[config.mk]
export PLATFORM = sky130hd
export DESIGN_NAME = slow_transmitter3
export DESIGN_NICKNAME = d
export VERILOG_FILES = /design/src/rtl/slow_transmitter3.sv
export SDC_FILE = /design/constraint.sdc
export NUM_CORES = 1
export LEC_CHECK = 0
export BUFFER_PORTS_ARGS = -buffer_cell sky130_fd_sc_hd__buf_2
export CORE_MARGIN = 2
export CORE_UTILIZATION = 50
export CTS_CLUSTER_DIAMETER = 200
export DETAILED_ROUTE_END_ITERATION = 10
export PLACE_DENSITY = 0.66
export SKIP_LAST_GASP = 1
export SYNTH_ARGS = -nofsm -noshare
export SYNTH_HDL_FRONTEND = slang
export SYNTH_SLANG_ARGS = --single-unit
[constraint.sdc]
create_clock -name clk -period 7.95 [get_ports clk]
set_input_delay 1.9875 -clock clk [delete_from_list [all_inputs] [get_ports clk]]
set_output_delay 1.9875 -clock clk [all_outputs]
set_load 0.1 [all_outputs]
[src/rtl/slow_transmitter3.sv]
// Queued serial frame transmitter: FIFO of payloads, each sent as start bit,
// payload MSB first, CRC-8 (poly 0x07) MSB first, stop bit, then an idle-high gap.
module slow_transmitter3 #(
  parameter int PAYLOAD_W       = 128,
  parameter int FIFO_DEPTH      = 4,
  parameter int BIT_CLK_DIVIDER = 5,
  parameter int GAP_BITS        = 2
) (
  input  logic                        clk,
  input  logic                        reset,
  input  logic [PAYLOAD_W-1:0]        payload_i,
  input  logic                        frame_tick_i,
  input  logic                        clear_overflow_i,
  output logic                        serial_o,
  output logic                        idle_o,
  output logic [$clog2(FIFO_DEPTH):0] fifo_level_o,
  output logic                        overflow_o,
  output logic                        frame_done_o
);

  localparam int PTR_W = $clog2(FIFO_DEPTH);
  localparam int LVL_W = PTR_W + 1;
  localparam int DIV_W = $clog2(BIT_CLK_DIVIDER);
  localparam int CNT_W = $clog2(PAYLOAD_W + GAP_BITS + 8);

  typedef enum logic [2:0] {IDLE, START, DATA, CRC, STOP, GAP} state_t;

  state_t               state;
  state_t               next_state;

  logic [PAYLOAD_W-1:0] mem [FIFO_DEPTH];
  logic [PTR_W-1:0]     wr_ptr;
  logic [PTR_W-1:0]     rd_ptr;
  logic [LVL_W-1:0]     level;
  logic                 full;
  logic                 has_data;
  logic                 push;
  logic                 pop;

  logic [DIV_W-1:0]     div_cnt;
  logic [CNT_W-1:0]     bit_cnt;
  logic                 bit_end;
  logic [PAYLOAD_W-1:0] shreg;
  logic [7:0]           crc;
  logic                 crc_fb;
  logic [7:0]           crc_next;
  logic                 line_bit;
  logic                 done_pulse;

  assign full     = (level == LVL_W'(FIFO_DEPTH));
  assign has_data = (level != '0);
  assign push     = frame_tick_i && !full;
  assign bit_end  = (div_cnt == DIV_W'(BIT_CLK_DIVIDER - 1));
  assign crc_fb   = crc[7] ^ shreg[PAYLOAD_W-1];
  assign crc_next = {crc[6:0], 1'b0} ^ (crc_fb ? 8'h07 : 8'h00);

  assign fifo_level_o = level;
  assign idle_o       = (state == IDLE) && !has_data;

  always_ff @(posedge clk) begin
    if (push) begin
      mem[wr_ptr] <= payload_i;
    end
  end

  // A push into a full FIFO is dropped even when a pop frees a slot this cycle.
  always_ff @(posedge clk or posedge reset) begin
    if (reset) begin
      wr_ptr     <= '0;
      rd_ptr     <= '0;
      level      <= '0;
      overflow_o <= 1'b0;
    end else begin
      if (push) begin
        wr_ptr <= wr_ptr + PTR_W'(1);
      end
      if (pop) begin
        rd_ptr <= rd_ptr + PTR_W'(1);
      end
      if (push && !pop) begin
        level <= level + LVL_W'(1);
      end else if (!push && pop) begin
        level <= level - LVL_W'(1);
      end
      if (frame_tick_i && full) begin
        overflow_o <= 1'b1;
      end else if (clear_overflow_i) begin
        overflow_o <= 1'b0;
      end
    end
  end

  always_ff @(posedge clk or posedge reset) begin
    if (reset) begin
      state <= IDLE;
    end else begin
      state <= next_state;
    end
  end

  always_comb begin
    next_state = state;
    pop        = 1'b0;
    line_bit   = 1'b1;
    done_pulse = 1'b0;
    case (state)
      IDLE: begin
        if (has_data) begin
          pop        = 1'b1;
          next_state = START;
        end
      end
      START: begin
        line_bit = 1'b0;
        if (bit_end) begin
          next_state = DATA;
        end
      end
      DATA: begin
        line_bit = shreg[PAYLOAD_W-1];
        if (bit_end && bit_cnt == CNT_W'(PAYLOAD_W - 1)) begin
          next_state = CRC;
        end
      end
      CRC: begin
        line_bit = crc[7];
        if (bit_end && bit_cnt == CNT_W'(7)) begin
          next_state = STOP;
        end
      end
      STOP: begin
        if (bit_end) begin
          done_pulse = 1'b1;
          next_state = GAP;
        end
      end
      GAP: begin
        // Chain straight into the next queued frame so no idle cycle is inserted.
        if (bit_end && bit_cnt == CNT_W'(GAP_BITS - 1)) begin
          if (has_data) begin
            pop        = 1'b1;
            next_state = START;
          end else begin
            next_state = IDLE;
          end
        end
      end
      default: next_state = IDLE;
    endcase
  end

  // serial_o and frame_done_o both lag the state by one cycle, keeping them aligned.
  always_ff @(posedge clk or posedge reset) begin
    if (reset) begin
      div_cnt      <= '0;
      bit_cnt      <= '0;
      shreg        <= '0;
      crc          <= '0;
      serial_o     <= 1'b1;
      frame_done_o <= 1'b0;
    end else begin
      serial_o     <= line_bit;
      frame_done_o <= done_pulse;
      if (state == IDLE || bit_end) begin
        div_cnt <= '0;
      end else begin
        div_cnt <= div_cnt + DIV_W'(1);
      end
      if (next_state != state) begin
        bit_cnt <= '0;
      end else if (bit_end) begin
        bit_cnt <= bit_cnt + CNT_W'(1);
      end
      if (pop) begin
        shreg <= mem[rd_ptr];
        crc   <= '0;
      end else if (bit_end) begin
        if (state == DATA) begin
          shreg <= {shreg[PAYLOAD_W-2:0], 1'b0};
          crc   <= crc_next;
        end else if (state == CRC) begin
          crc <= {crc[6:0], 1'b0};
        end
      end
    end
  end

endmodule

# After elaboration in Yosys (flattened, before gate mapping)
# Memory sizes are Yosys's and may differ from the RTL's.
# Index checks and enable logic that the tools add are counted.
[word_totals] regBits=160 ramBits=512 inputBits=132 out_inout_bits=7 elab_cells=85 mem_count=1
[op_classes] add_sub_neg=6 eq_ne=11 n_mux=31 bitwise_logic=2 n_reduce_logical=23
[memory_table] memory="mem" depth=4 width=128 read_ports=1 rd_clocked_by_memory_dff=0 wr=1 line_no="31" source="logic [PAYLOAD_W-1:0] mem [FIFO_DEPTH];"
[op_table] op="2-to-1 mux 128 bit" n=3
[op_table] op="2-to-1 mux 8 bit" n=6
[op_table] op="2-to-1 mux 3 bit" n=10
[op_table] op="case mux 3 bit (6 select lines)" n=1
[op_table] op="equality test 3 bit, second input constant" n=4
[op_table] op="nonzero test 2 bit" n=5
[op_table] op="2-to-1 mux 1 bit" n=9
[op_table] op="adder 8 x 1 -> 8 bit, second input constant" n=1
[op_table] op="equality test 8 x 1 -> 1 bit, second input constant" n=1
[op_table] op="equality test 8 x 3 -> 1 bit, second input constant" n=1
[op_table] op="equality test 8 x 7 -> 1 bit, second input constant" n=1
[op_table] op="logical AND 1 bit" n=8
[op_table] op="bitwise XOR 8 x 3 -> 8 bit" n=1
[op_table] op="adder 3 x 1 -> 3 bit, second input constant" n=2
[op_table] op="equality test 3 x 2 -> 1 bit, second input constant" n=2
[op_table] op="nonzero test 3 bit" n=2
[op_table] op="adder 2 x 1 -> 2 bit, second input constant" n=2
[op_table] op="zero test 1 bit" n=4
[op_table] op="AND reduction 2 bit" n=2
[op_table] op="equality test 3 x 1 -> 1 bit, second input constant" n=1
[op_table] op="zero test 3 bit" n=1
[op_table] op="!= test 3 bit" n=1
[op_table] op="case mux 1 bit (3 select lines)" n=1
[op_table] op="subtractor 3 x 1 -> 3 bit, second input constant" n=1
[op_table] op="3 further kinds" n=3

# Logic depth before layout (Yosys ltp)
# Gate-level depths: netlist of the first run.
[logic_depth] depth_word=7 ltp_mapped=13 depth_no_buf=12

# Worst setup path before layout of the first run
# No wires, ideal clock.
[synth_timing] path_kind="input-to-reg" start="in frame_tick_i" end="mem mem[0][0] (enable)" setup_time_ns=0.502 t_arrival_ns=5.360 required_time_ns=7.448 path_slack_ns=2.087 cell_stages=2 path_buffers=0 cell_sequence="a21boi_1 > and2_1"
[synth_between] elab_chain_cells=3
[synth_lines] element="start, declared" line_no="12" source="input logic frame_tick_i,"
[synth_lines] element="logical AND 1 bit" line_no="52" source="assign push = frame_tick_i && !full;"
[synth_lines] element="2-to-1 mux 1 bit" line_no="61" source="if (push) begin"
[synth_lines] element="2-to-1 mux 1 bit (implied by the code)" line_no="62" source="mem[wr_ptr] <= payload_i;"
[synth_lines] element="end, declared" line_no="31"
# Every way passes these cells.

# Worst setup path in the final report of the first run
[layout_timing] start="reg state[0]" end="out idle_o"
[layout_between] elab_chain_cells=2
[layout_lines] element="start, declared" line_no="28" source="state_t state;"
[layout_lines] element="start signal, assigned" line_no="97" source="state <= next_state;"
[layout_lines] element="zero test 3 bit" line_no="58" source="assign idle_o = (state == IDLE) && !has_data;"
[layout_lines] element="logical AND 1 bit" line_no="58"
[layout_lines] element="end, declared" line_no="15" source="output logic idle_o,"
# Every way passes these cells.

==> results of run 1 <==
-- worst register-to-register path: cells and delay by family, from the launching register on --
kind                       cells  cell delay [ps]
buffers and inverters          3             1230
AOI/OAI and AO/OA              2              890
and+or+nand+nor                2              870
DFF                            1              400
adders and majority gates      1              190
-- sequential cells by signal, indices dropped and copies added (netlist names), 2 cells and up --
register      cells
shreg           128
bit_cnt           8
rd_ptr            2
div_cnt           3
mem             512
fifo_level_o      3
wr_ptr            2
state             3
crc               8
-- synthesized netlist by cell type, drive strengths merged, types with 2 or more instances --
library cell and count:
and2 6, nor4 3, o221a 126, edfxtp 512, a21oi 10, a31oi 3, nor2b 2, clkbuf 63
xor2 7, mux2i 2, ha 9, nand2 24, a211oi 2, nand4 2, inv 11, mux4 128
nor3b 3, nand2b 2, nor3 17, nor2 14, a31o 2, o211ai 3, buf 26, nand3 4
or3 128, o21ai 3, dfrtp 159, xnor2 9
-- final timing paths --
check / startpoint / slack [ps] / end
worst max-delay path: state[0]$_DFF_PP0_ / 3830 / idle_o
worst min-delay path: div_cnt[0]$_DFF_PP0_ / 470 / div_cnt[0]$_DFF_PP0_
worst max register to register: div_cnt[0]$_DFF_PP0_ / 4320 / shreg[43]$_DFFE_PP0P_
worst min register to register: div_cnt[0]$_DFF_PP0_ / 470 / div_cnt[0]$_DFF_PP0_
max in group asynchronous: reset / 5070 / rd_ptr[0]$_DFFE_PP0N_
min in group asynchronous: reset / 1370 / shreg[114]$_DFFE_PP0P_
-- metal layers --
layer,global-route usage,vias to the layer above,share of wire
met5,0,-,0.00018
met4,0.0573,2,0.023
met3,0.0373,90,0.041
met2,0.319,275,0.49
met1,0.272,6866,0.44
li1,-,5661,-
-- area by class of cell --
cell class / instances / area (um^2)
Tap cell: 680 / 851
Clock inverter: 34 / 380
Clock buffer: 92 / 1940
Inverter: 11 / 46.3
Timing Repair Buffer: 152 / 858
Fill cell: 3813 / 21600
Antenna cell: 2 / 5.00
Multi-Input combinational cell: 524 / 6100
Sequential cell: 672 / 19400
-- cells in the final DEF (no fill, tap or decap), types with 5 or more instances in the layout --
master and instances:
ha_1 9, xor2_1 7, inv_1 10, a21oi_1 9, nand2_1 22, clkinv_1 8, o221a_2 126, xnor2_1 9
clkbuf_8 6, clkinv_2 9, clkbuf_16 72, buf_12 5, or3_1 128, dfrtp_1 157, mux4_2 128, nor3_1 16
buf_4 9, edfxtp_1 512, nor2_1 13, buf_2 138, bufinv_16 7, clkbuf_1 14
-- where the power goes --
part / switching, mW / total (mW) / internal [mW]
Sequential: 0.469 / 5.22 / 4.75
Clock: 1.33 / 3.28 / 1.95
Combinational: 1.42 / 2.79 / 1.37
-- kinds of logic (layout without fill, tap and decap cells) --
family	after synthesis	after routing
flip-flops	672	672
AND/OR/NAND/NOR	212	212
AO/OA/AOI/OAI	155	155
multiplexers	131	131
buffers and inverters	100	289
XOR/XNOR	16	16
adder cells (fa/ha/maj)	10	10
other	0	2
-- stage by stage --
step	hold slack, ps	instances
4_1_cts	474	2165
5_1_grt	499	2166
3_5_place_dp	466	2039
2_1_floorplan	443	1296
3_3_place_gp	457	2039
6_report	472	2167
==> impl_metrics.json, run 1 <==
{
  "outcome": "finished, final reports clean",
  "ys_warn_count": 0,
  "hold_buffers": 0,
  "post-layout-total-power_mw": 11.3,
  "synth-seq-cells": 672,
  "synthDominantCellAreaShare": 0.595,
  "worst_clock_skew_ps": 25.1,
  "synth_top_family_by_area": "multiplexers",
  "numClockSinks": 672,
  "design.die.area_mm2": 0.0536,
  "cts.repair.resized": 0,
  "worstPathCellList": "or3_1 -> nor2_1 -> buf_2",
  "synthCells": 1296,
  "ys_seq_area_frac": 0.749,
  "max-clock-path-buffers": 3,
  "clock_transition_at_the_registers_of_the_reported_paths_ps": 60,
  "syn2layout_area_growth_pct": 14.3,
  "worstSkewPairLatency_ps": 610,
  "wire_per_inst_um": 23.4,
  "clock-root-buffer": "clkbuf_16",
  "cp_num_buf_inv": 1,
  "synth_enable_flop_cells": 512,
  "final_core_utilization": 0.578,
  "global_route.overflow_total": 0,
  "dp_hpwl_mm": 26.8,
  "drt_iter0_markers": 878,
  "timing.critical_path.from_type": "flip-flop",
  "layout_setup_ws_ps": 3830,
  "worst_path_dominant_cell_family": "flip-flops",
  "std_cell_rows": 83,
  "holdPathStages": 1,
  "placement.io_buffers": 138,
  "timing.critical_path.slowest_cell_delay_ps": 560,
  "post_dp_cell_area_mm2": 0.0272,
  "synth_largest_area_cell": "edfxtp_1",
  "hold_path_class": "flip-flop to flip-flop",
  "maximum_number_of_pins_on_one_net_before_global_route_repair": 129,
  "pin_count": 139,
  "fin_tns_setup_ps": 0,
  "yosys.area_share.xor_xnor": 0.00542,
  "grt_first_pass_wirelength_mm": 79.6,
  "muxShareOfSynthArea": 0.113,
  "most_frequently_used_flop_master_after_synthesis": "edfxtp_1",
  "slew_viol_final": 0,
  "cts_setup_buffers": 0,
  "synth_compound_gate_area_share": 0.0630,
  "worst_slew_margin_rel": 0.287,
  "synth.lib_cells_used.distinct": 50,
  "globalplace.congestion": 0.772,
  "grt_pass1_vias": 13566,
  "fmax_mhz": 243,
  "syn-cell-area_mm2": 0.0259,
  "number_of_stages_on_the_worst_setup_path": 3,
  "synth_top_cells_by_area": "edfxtp_1 59%, dfrtp_1 15%, mux4_2 11%",
  "grt_use_total": 0.196,
  "num-nets-final": 1572,
  "final_min_period_over_clock_period": 0.518,
  "period_needed_ps": 4120,
  "synth-adder-area-share": 0.00513,
  "synth-async-reset-ratio": 0.238,
  "core_box_area_mm2": 0.0512,
  "critPathArrivalTime_ps": 2130,
  "layout.cell_area.non_filler_mm2": 0.0296,
  "synth.net_count": 1438,
  "synth_simple_gate_area_frac": 0.0480,
  "chipHeight_um": 231,
  "drc": 0,
  "htree_levels": 3,
  "tritoncts_clock_tree": "done",
  "die_w_um": 231,
  "syn_avg_cell_area_um2": 20.0,
  "critPathCaptureType": "output pin",
  "required_time_at_the_worst_slack_endpoint_ps": 5960,
  "detail_route.vias_per_cell": 5.95,
  "drive_gt1_frac": 0.358,
  "dr_total_vias": 12894,
  "highest_delay_cell_along_the_critical_path": "dfrtp_1",
  "initial_utilization": 0.505,
  "maxCapViolations": 0,
  "drt.antenna.violating_nets": 0,
  "worst_pin_slew_ps": 1070,
  "crit_type": "flip-flop to output pin",
  "antenna_found_initial": 5,
  "worstRegToRegCells": 8,
  "final_hold_viol_count": 0,
  "dpl_worst_slack_ps": 3350,
  "worst-path-max-fanout": 17,
  "wl_mm": 50.7,
  "power.ir.vdd_worst_v": 0.000244,
  "detailedRoute.firstPassIterationCount": 5,
  "setup_viol": 0,
  "total_clock_buffers_created_by_cts": 69,
  "grt_setup_unrepaired": "no",
  "cellLeakagePower_nw": 9.97,
  "power.density_mw_per_mm2": 382
}
No activity file was read; power rests on OpenSTA's default activity.
==> inputs of run 2 (changes only) <==
Clock period 7.95 ns to 3.8 ns, I/O delays scaled along.
==> run 2 against run 1 <==
Against the previous run:
- sequential power rose by 110%
- routed wire length rose by 1.6%
- die area did not move
- highest routed layer unchanged
==> impl_metrics.json, run 2 (synthesis results as in run 1) <==
{
  "grt_pass1_vias": 13905,
  "worst_slew_margin_rel": 0.318,
  "drt.antenna.violating_nets": 0,
  "std_cell_rows": 83,
  "hold_buffers": 0,
  "post-layout-total-power_mw": 23.8,
  "antenna_found_initial": 15,
  "critPathArrivalTime_ps": 2210,
  "largest_register_ffs": 512,
  "layout_commonest_cell": "edfxtp_1",
  "layout_setup_ws_ps": 635,
  "numClockSinks": 672,
  "regMostFlops": "mem",
  "wl_mm": 51.5,
  "worst_pin_slew_ps": 1010,
  "worst-path-max-fanout": 17,
  "cts.repair.resized": 0,
  "hold_path_class": "flip-flop to flip-flop",
  "cellLeakagePower_nw": 10.1,
  "htree_levels": 3,
  "layout.cell_area.non_filler_mm2": 0.0299,
  "tritoncts_clock_tree": "done",
  "fill_cells": 3692,
  "dpl_worst_slack_ps": 843,
  "critPathCaptureType": "output pin",
  "grt_first_pass_wirelength_mm": 81.6,
  "outcome": "finished, final reports clean",
  "power.density_mw_per_mm2": 796,
  "placement.io_buffers": 138,
  "design.die.area_mm2": 0.0536,
  "slew_viol_final": 0,
  "maxCapViolations": 0,
  "wire_per_inst_um": 23.5,
  "pin_count": 139,
  "global_route.overflow_total": 0,
  "grt_setup_unrepaired": "no",
  "chipHeight_um": 231,
  "placed_instances": 2053,
  "rrSetupSlack_ps": 1000,
  "fin_tns_setup_ps": 0,
  "final_cell_count_no_fill": 2190,
  "period_needed_ps": 3160,
  "drt_iter0_markers": 1226,
  "max-clock-path-buffers": 3,
  "post_dp_cell_area_mm2": 0.0276,
  "detailedRoute.firstPassIterationCount": 5,
  "drive_gt1_frac": 0.361,
  "drc": 0,
  "setup_viol": 0,
  "power.ir.vdd_worst_v": 0.000503,
  "num-nets-final": 1587,
  "final_hold_viol_count": 0,
  "grt_use_total": 0.200,
  "clock-root-buffer": "clkbuf_16",
  "timing.critical_path.from_type": "flip-flop",
  "detail_route.vias_per_cell": 5.94,
  "required_time_at_the_worst_slack_endpoint_ps": 2850,
  "ff_latch_area_mm2": 0.0194,
  "biggestRegsByFlops": "mem (512), shreg (128)",
  "dr_total_vias": 13013,
  "worst_clock_skew_ps": 23.8,
  "area_of_combinational_cells_with_multiple_inputs_mm2": 0.00610,
  "cts_setup_buffers": 0,
  "die_w_um": 231,
  "initial_utilization": 0.505,
  "globalplace.congestion": 0.719,
  "worstSkewPairLatency_ps": 610,
  "final_min_period_over_clock_period": 0.833,
  "total_clock_buffers_created_by_cts": 70,
  "syn2layout_area_growth_pct": 15.6,
  "core_box_area_mm2": 0.0512,
  "clock_transition_at_the_registers_of_the_reported_paths_ps": 60,
  "layout_common_cells": "512 x edfxtp_1, 157 x dfrtp_1, 138 x buf_2",
  "fmax_mhz": 316,
  "dp_hpwl_mm": 29.1,
  "maximum_number_of_pins_on_one_net_before_global_route_repair": 161,
  "crit_type": "flip-flop to output pin"
}
## run 2: cell types whose count changed in the layout (fill, tap and decap cells not counted), sizes merged
cell	before	now
clkbuf	92	109
clkinvlp	4	3
buf	152	166
clkinv	21	13
bufinv	7	3
inv	13	12
diode	2	8
## run 2: worst max-delay path: stages (launching register included)
cell     delay, ps
dfrtp_1        570
or3_1          460
nor2_1         140
buf_2          450
## run 2: area by class of cell
cell class / count / area share
flip-flops and latches: 672 / 0.649
repair buffers: 166 / 0.0394
diodes: 8 / 0.000670
clock buffers: 109 / 0.0704
multi-input cells: 524 / 0.204
well taps: 680 / 0.0285
inverters: 11 / 0.00151
clock inverters: 20 / 0.00682
## run 2: per-layer routing
| layer | up-vias | wire length, um | part of all wire | global-route usage |
|---|---|---|---|---|
| li1 | 5706 | - | - | - |
| met1 | 6865 | 22000 | 0.43 | 0.279 |
| met2 | 333 | 25100 | 0.49 | 0.320 |
| met3 | 97 | 3230 | 0.063 | 0.0450 |
| met4 | 12 | 1170 | 0.023 | 0.0609 |
| met5 | - | 83 | 0.0016 | 0 |
## run 2: path summary, 6_finish.rpt
kind | from | to | cells after the start
setup / recovery | state[0]$_DFF_PP0_ | idle_o | 3
hold / removal | div_cnt[0]$_DFF_PP0_ | div_cnt[0]$_DFF_PP0_ | 1
setup reg to reg | fifo_level_o[0]$_DFFE_PP0P_ | fifo_level_o[2]$_DFFE_PP0P_ | 10
hold reg to reg | div_cnt[0]$_DFF_PP0_ | div_cnt[0]$_DFF_PP0_ | 1
max in group asynchronous | reset | rd_ptr[1]$_DFFE_PP0N_ | 3
min in group asynchronous | reset | overflow_o$_DFFE_PP0P_ | 3
## run 2: stage by stage
| step | hold WS, ps | utilization |
|---|---|---|
| finish | 471 | 0.584 |
| CTS | 474 | 0.583 |
| detailed placement | 465 | 0.538 |
| global route | 515 | 0.584 |
| floorplan | 443 | - |
| global placement | 461 | 0.538 |
## run 2: power breakdown
part / switching (mW) / internal (mW) / total (mW) / leakage (nW)
sequential: 0.950 / 9.93 / 10.9 / 6.50
clock: 2.74 / 4.03 / 6.77 / 1.12
combinational: 3.09 / 3.06 / 6.15 / 2.47
